[src/rtl/cpu_sequencer_pkg.sv]
// Shared encodings for the multi-cycle RV32I control sequencer.
package riscv_defines;

    typedef logic [6:0] opcode_t;

    localparam opcode_t OP_LUI    = 7'b0110111;
    localparam opcode_t OP_AUIPC  = 7'b0010111;
    localparam opcode_t OP_JAL    = 7'b1101111;
    localparam opcode_t OP_JALR   = 7'b1100111;
    localparam opcode_t OP_BRANCH = 7'b1100011;
    localparam opcode_t OP_LOAD   = 7'b0000011;
    localparam opcode_t OP_STORE  = 7'b0100011;
    localparam opcode_t OP_I_TYPE = 7'b0010011;
    localparam opcode_t OP_R_TYPE = 7'b0110011;
    localparam opcode_t OP_FENCE  = 7'b0001111;
    localparam opcode_t OP_SYSTEM = 7'b1110011;

    // FETCH/DECODE/EXECUTE keep their legacy codes; later states extend the set.
    typedef logic [2:0] state_t;

    localparam state_t FETCH     = 3'd0;
    localparam state_t DECODE    = 3'd1;
    localparam state_t EXECUTE   = 3'd2;
    localparam state_t MEMORY    = 3'd3;
    localparam state_t WRITEBACK = 3'd4;
    localparam state_t HALT      = 3'd5;
    localparam state_t TRAP      = 3'd6;

    typedef logic [1:0] pc_sel_t;

    localparam pc_sel_t PC_PLUS4  = 2'd0;
    localparam pc_sel_t PC_TARGET = 2'd1;

    typedef logic [1:0] trap_t;

    localparam trap_t TRAP_NONE    = 2'd0;
    localparam trap_t TRAP_ILLEGAL = 2'd1;
    localparam trap_t TRAP_IMEM_TO = 2'd2;
    localparam trap_t TRAP_DMEM_TO = 2'd3;

    localparam logic [7:0] WAIT_TIMEOUT = 8'd255;

endpackage

[src/rtl/cpu_sequencer.sv]
// Multi-cycle instruction sequencer: FETCH/DECODE/EXECUTE/MEMORY/WRITEBACK
// with absorbing HALT and TRAP states, memory wait timeouts and a retired
// instruction counter.
module cpu_sequencer
    import riscv_defines::*;
(
    input  logic        clk,
    input  logic        rst,
    input  logic [6:0]  opcode,
    input  logic        imem_valid,
    input  logic        dmem_valid,
    input  logic        branch_taken,
    input  logic        halt_req,
    output logic [2:0]  current_state,
    output logic        imem_req,
    output logic        ir_we,
    output logic        target_we,
    output logic        dmem_req,
    output logic        dmem_we,
    output logic        reg_we,
    output logic        pc_we,
    output logic [1:0]  pc_sel,
    output logic [1:0]  trap_cause,
    output logic [31:0] instret
);

    state_t      state_q, state_d;
    logic [7:0]  wait_q, wait_d;
    trap_t       trap_q, trap_d;
    logic [31:0] instret_q, instret_d;

    function automatic logic is_legal(input opcode_t op);
        case (op)
            OP_LUI, OP_AUIPC, OP_JAL, OP_JALR, OP_BRANCH, OP_LOAD,
            OP_STORE, OP_I_TYPE, OP_R_TYPE, OP_FENCE, OP_SYSTEM: return 1'b1;
            default:                                             return 1'b0;
        endcase
    endfunction

    // Next-state, wait counter, trap cause and strobe decode.
    // The wait counter defaults to zero so every entry into FETCH/MEMORY starts clean.
    always_comb begin
        state_d   = state_q;
        wait_d    = '0;
        trap_d    = trap_q;
        instret_d = instret_q;
        imem_req  = 1'b0;
        ir_we     = 1'b0;
        target_we = 1'b0;
        dmem_req  = 1'b0;
        dmem_we   = 1'b0;
        reg_we    = 1'b0;
        pc_we     = 1'b0;
        pc_sel    = PC_PLUS4;
        case (state_q)
            FETCH: begin
                imem_req = 1'b1;
                if (imem_valid) begin
                    ir_we   = 1'b1;
                    state_d = DECODE;
                end else if (wait_q == WAIT_TIMEOUT) begin
                    state_d = TRAP;
                    trap_d  = TRAP_IMEM_TO;
                end else begin
                    wait_d = wait_q + 8'd1;
                end
            end
            DECODE: begin
                if (!is_legal(opcode)) begin
                    state_d = TRAP;
                    trap_d  = TRAP_ILLEGAL;
                end else begin
                    target_we = (opcode == OP_JAL) || (opcode == OP_JALR) ||
                                (opcode == OP_BRANCH);
                    state_d   = EXECUTE;
                end
            end
            EXECUTE: begin
                if ((opcode == OP_LOAD) || (opcode == OP_STORE)) begin
                    state_d = MEMORY;
                end else begin
                    state_d = WRITEBACK;
                end
            end
            MEMORY: begin
                dmem_req = 1'b1;
                dmem_we  = (opcode == OP_STORE);
                if (dmem_valid) begin
                    state_d = WRITEBACK;
                end else if (wait_q == WAIT_TIMEOUT) begin
                    state_d = TRAP;
                    trap_d  = TRAP_DMEM_TO;
                end else begin
                    wait_d = wait_q + 8'd1;
                end
            end
            WRITEBACK: begin
                pc_we  = 1'b1;
                case (opcode)
                    OP_R_TYPE, OP_I_TYPE, OP_LOAD, OP_LUI, OP_AUIPC,
                    OP_JAL, OP_JALR: reg_we = 1'b1;
                    default:         reg_we = 1'b0;
                endcase
                if ((opcode == OP_JAL) || (opcode == OP_JALR) ||
                    ((opcode == OP_BRANCH) && branch_taken)) begin
                    pc_sel = PC_TARGET;
                end
                instret_d = instret_q + 32'd1;
                state_d   = halt_req ? HALT : FETCH;
            end
            HALT, TRAP: begin
                state_d = state_q;
            end
            default: begin
                state_d = FETCH;
            end
        endcase
    end

    // Registered state with synchronous reset.
    always_ff @(posedge clk) begin
        if (rst) begin
            state_q   <= FETCH;
            wait_q    <= '0;
            trap_q    <= TRAP_NONE;
            instret_q <= '0;
        end else begin
            state_q   <= state_d;
            wait_q    <= wait_d;
            trap_q    <= trap_d;
            instret_q <= instret_d;
        end
    end

    assign current_state = state_q;
    assign trap_cause    = trap_q;
    assign instret       = instret_q;

endmodule

[config.mk]
export PLATFORM = sky130hd
export DESIGN_NAME = cpu_sequencer
export DESIGN_NICKNAME = d
export VERILOG_FILES = /design/src/rtl/cpu_sequencer_pkg.sv /design/src/rtl/cpu_sequencer.sv
export SDC_FILE = /design/constraint.sdc
export NUM_CORES = 1
export LEC_CHECK = 0
export CORE_ASPECT_RATIO = 2
export CORE_MARGIN = 2
export CORE_UTILIZATION = 44
export CTS_CLUSTER_DIAMETER = 150
export DETAILED_ROUTE_END_ITERATION = 6
export GPL_TIMING_DRIVEN = 1
export PLACE_DENSITY_LB_ADDON = 0.15
export REMOVE_ABC_BUFFERS = 1
export SLEW_MARGIN = 20
export SYNTH_ARGS = -nofsm -noshare
export SYNTH_HDL_FRONTEND = slang
export SYNTH_SLANG_ARGS = --single-unit
[constraint.sdc]
create_clock -name clk -period 2 [get_ports clk]
set_input_delay 0.5 -clock clk [delete_from_list [all_inputs] [get_ports clk]]
set_output_delay 0.5 -clock clk [all_outputs]
set_load 0.01 [all_outputs]
# After elaboration in Yosys (flattened, before gate mapping)
# Cells that the tools add are included.
# classes
n_reduce_logical	11
add_sub_neg	2
mux	31
eq_ne	23
# op_table
op	n
$add A32 B1 Y32 const B	1
$eq A7 B7 Y1 const B	4
$mux W8	3
$eq A7 B6 Y1 const B	3
$mux W3	6
$pmux W3 S6	1
$pmux W8 S2	1
$eq A7 B5 Y1 const B	2
$mux W1	14
$reduce_or A11 Y1	1
$mux W2	5
$ne A2 B2 Y1 const B	5
$eq A3 B3 Y1 const B	3
$add A8 B1 Y8 const B	1
$eq A8 B8 Y1 const B	1
$eq A7 B2 Y1 const B	1
$eq A7 B4 Y1 const B	1
$reduce_or A7 Y1	1
$eq A3 B2 Y1 const B	2
$pmux W2 S3	1
$reduce_and A6 Y1	1
$logic_or A1 B1 Y1	4
$eq A3 B1 Y1 const B	1
$logic_not A3 Y1	1
3 further kinds	3
# word_totals
inputBits	13
register_bits	45

# Logic depth before layout (Yosys ltp)
# logic_depth
word_depth	6
ltp_mapped	7
depth_no_buf	6

# Worst setup path after synthesis
# Ideal clock, no wire load.
# synth_path
kind	reg-to-reg
start	register state_q[2], in the netlist current_state[2]
end	register instret_q[31], in the netlist instret[31]
stages_incl_launch_ff	7
required_time_ps	1930
path_slack_ps	-31
period_less_slack_ps	2031
arrival_ps	1961
path_cell_list	dfxtp_1 > buf_4 > nor3b_4 > nand4_4 > or3_4 > or3_1 > a21oi_1
# synth_between
elab_chain_cells	1
# synth_lines
item	line_no	source
from (decl)	cpu_sequencer.sv:27	state_t state_q, state_d;
from (signal assigned)	cpu_sequencer.sv:128	state_q <= state_d;
$eq A3 B3 Y1	cpu_sequencer.sv:55	case (state_q)
to (signal assigned)	cpu_sequencer.sv:131	instret_q <= instret_d;
to (decl)	cpu_sequencer.sv:30	logic [31:0] instret_q, instret_d;
# Every way passes these cells.
# A chain may end at the register's enable or synchronous reset.

# Final worst setup path
# layout_path
start	input opcode[6]
end	register state_q[2], in the netlist current_state[2]
# layout_between
elab_chain_cells	6
elab_cells_between_ends	18
# layout_lines
item	line_no	source
from (decl)	cpu_sequencer.sv:9	input logic [6:0] opcode,
$eq A7 B7 Y1 (tied with other cells)	cpu_sequencer.sv:33	case (op)
$reduce_or A11 Y1	cpu_sequencer.sv:33	
$mux W1	cpu_sequencer.sv:33	
$mux W1	cpu_sequencer.sv:55	
$mux W3	cpu_sequencer.sv:69	if (!is_legal(opcode)) begin
$pmux W3 S6 *	cpu_sequencer.sv:55	
# Mark *: on every way between the ends. The rest lies on a longest branch, timed or not. The select of a mux whose other input is x is not followed.

==> flow_summary.yaml <==
timing:
  skew_ns: 0.007164
  clock.fmax_ghz: 0.5141
  timing.final.crit_share: 0.9727
  period_minus_slack_ns: 1.945
  tns_ns: 0
  hold_viol: 0
  setup_slack_ns: 0.05466
  setup_viol: 0
  slew_violations: 0
  rsz0062_at_grt: "yes"
grt:
  antenna_found_initial: 0
  grt_pass1_wl_um: 9625
  grt_pass1_vias: 2179
  grt_max_degree: 20
  grt_usage: 0.2207
  grt_overflow: 0
floorplan:
  placement_rows: 36
  die_area_mm2: 0.005754
  die_width_um: 54.65
  initial_utilization: 0.4597
  io_pins: 59
  die_y_um: 105.3
  coreArea_mm2: 0.004910
cells_and_area:
  nNetsFinal: 392
  seqCellArea_um2: 908.4
  multi_input_area_mm2: 0.001304
  stdcell_count: 435
  fin_area_mm2: 0.003299
  num-fill-cells: 433
  diodes: 0
  syn_to_final_growth_pct: 46.17
  drive_gt1_frac: 0.2037
logic_synthesis:
  synth_most_common_cell: "nor2_1"
  synth_top_area_frac: 0.3991
  synth_cell_type_count: 39
  syn_area_mm2: 0.002257
  synth_top_flop_cell: "dfxtp_1"
  yosys-top-cells-area: "dfxtp_1 40%, xnor2_1 9.3%, nor2_1 8.8%"
  yosysSeqAreaShare: 0.3991
  synth_edf_count: 0
  postSynth.asyncResetShare: 0
  yosys_warnings: 0
  yosys.area.top_type: "dfxtp_1"
  netlist_top_cells_count: "53 x nor2_1, 45 x dfxtp_1, 24 x xnor2_1, 18 x nand2_1, 13 x nand3_1"
  avgSynthCellArea_um2: 8.119
  ys_seq_elements: 45
  synthCells: 278
worst_setup_path:
  required_ns: 2.22
  path_buf_inv: 8
  max_stage_delay_ns: 0.22
  timing_worst_setup_path_type: "in2reg"
  cpMaxStageDelayCell: "dlygate4sd2_1"
  cp_top_family: "buffers and inverters"
  endpoint_kind: "flop"
  worstSetupStartpointType: "input port"
  path_max_fanout: 3
  crit_chain: "dlygate4sd2_1 -> nor2_2 -> nor4b_4 -> buf_4 -> buf_4 -> buf_4 -> buf_4 -> buf_4 -> buf_4 -> buf_4 -> o32a_1 -> o21a_1 -> a31oi_1"
  crit_arrival_ns: 2.17
  path_common_cell: "buf_4"
cts:
  insertion_delay_ns: 0.30
  htreeDepth: 2
  clkTransAtPathRegs_ns: 0.08
  cts_hold_buffers: 0
  cts_tree: "built"
  cts_buffers: 5
  cts-root-buf: "clkbuf_8"
  clkSinkCount: 45
  max-clock-path-buffers: 2
routing:
  drtPass1Iterations: 4
  wire_per_inst_um: 14.04
  vias: 2291
  wirelength_um: 6109
  routed_via_density: 5.267
  ant_nets: 0
  remaining_drc_errors: 0
  drt_iter0_drc: 31
place:
  routabilityCongestion: 0.7736
  placed_cells: 416
  post-dp-hpwl_um: 4438
  place_area_mm2: 0.003108
  place.port_buffers: 57
  pre_cts_ws_ns: -0.6611
power_and_ir_drop:
  leakage_uw: 0.001206
  vdd_ir_drop_max_uv: 549.8
  fin_total_pwr_uw: 1937
  power_density_mw_per_mm2: 587.2
outcome:
  status: "finished, final reports clean"
run:
  maxCapViolCount: 0
min_path:
  worstHoldPathType: "reg2reg"
[worst register-to-register path, stage by stage, from the launching register on]
cell     delay (ns)
dfxtp_4        0.38
nor3b_4        0.24
buf_6          0.14
buf_6          0.10
buf_4          0.10
nand3_1        0.06
buf_4          0.20
nor4_1         0.35
xnor2_1        0.16
nor2_1         0.05
[worst paths after layout]
kind | startpoint | endpoint | slack, ns | cells past startpoint
max | opcode[6] | current_state[2] | 0.05 | 13
min reg2reg | wait_q[0] | wait_q[0] | 0.46 | 1
min | wait_q[0] | wait_q[0] | 0.46 | 1
max reg2reg | current_state[0] | instret[20] | 0.11 | 9
[state kept, by name, summed over array words and instances (netlist names)]
name	count
trap_cause	2
current_state	3
wait_q	8
instret	32
[repair_timing]
action	CTS	global route
setup endpoints to repair	10	10
setup buffers	11	1
gates resized for setup	37	14
pin swaps	8	7
[per-stage QoR]
stage | util | hold slack (ns)
floorplan | - | 0.4175
global placement | 0.6330 | 0.4380
detailed placement | 0.6330 | 0.4490
CTS | 0.6697 | 0.4636
global route | 0.6720 | 0.4786
finish | 0.6720 | 0.4632
[layer usage]
metal	vias to the layer above	GRT usage	part of all wire
li1	1167	-	-
met3	9	0.03399	0.033
met2	47	0.4209	0.58
met4	0	0.07143	0.018
met1	1068	0.2206	0.37
met5	-	0	0
[area by class of cell]
type	count	area share
clock buffers	6	0.02503
clock inverters	2	0.004171
inverters	8	0.009101
multi-input cells	213	0.3951
flip-flops and latches	45	0.2753
well taps	57	0.02162
repair buffers	104	0.2696
[cell families after synthesis]
family / count (synthesis) / share of synthesized area
buf+inv: 20 / 0.04046
other cells: 1 / 0.001661
mux: 2 / 0.008870
compound gates: 33 / 0.08758
fa+ha+maj: 2 / 0.01108
simple gates: 143 / 0.3270
flops: 45 / 0.3991
xor+xnor: 32 / 0.1242
[cell usage in the layout, fill, tap and decap left out, types with 8 or more instances in the layout]
master / instances
clkdlybuf4s50_1: 42
buf_4: 45
nor3_1: 11
inv_1: 8
o21ai_0: 10
nor4_1: 8
nand3_1: 12
nand4_1: 9
xnor2_1: 24
nand2_1: 17
a21oi_1: 11
dfxtp_1: 43
xor2_1: 8
nor2_1: 51
[power by group]
group	internal, uW	total (uW)	switching (uW)
clock	280	592	312
sequential	920	950	30.2
combinational	217	395	178
Note: power is estimated with default switching activity, not from simulation.
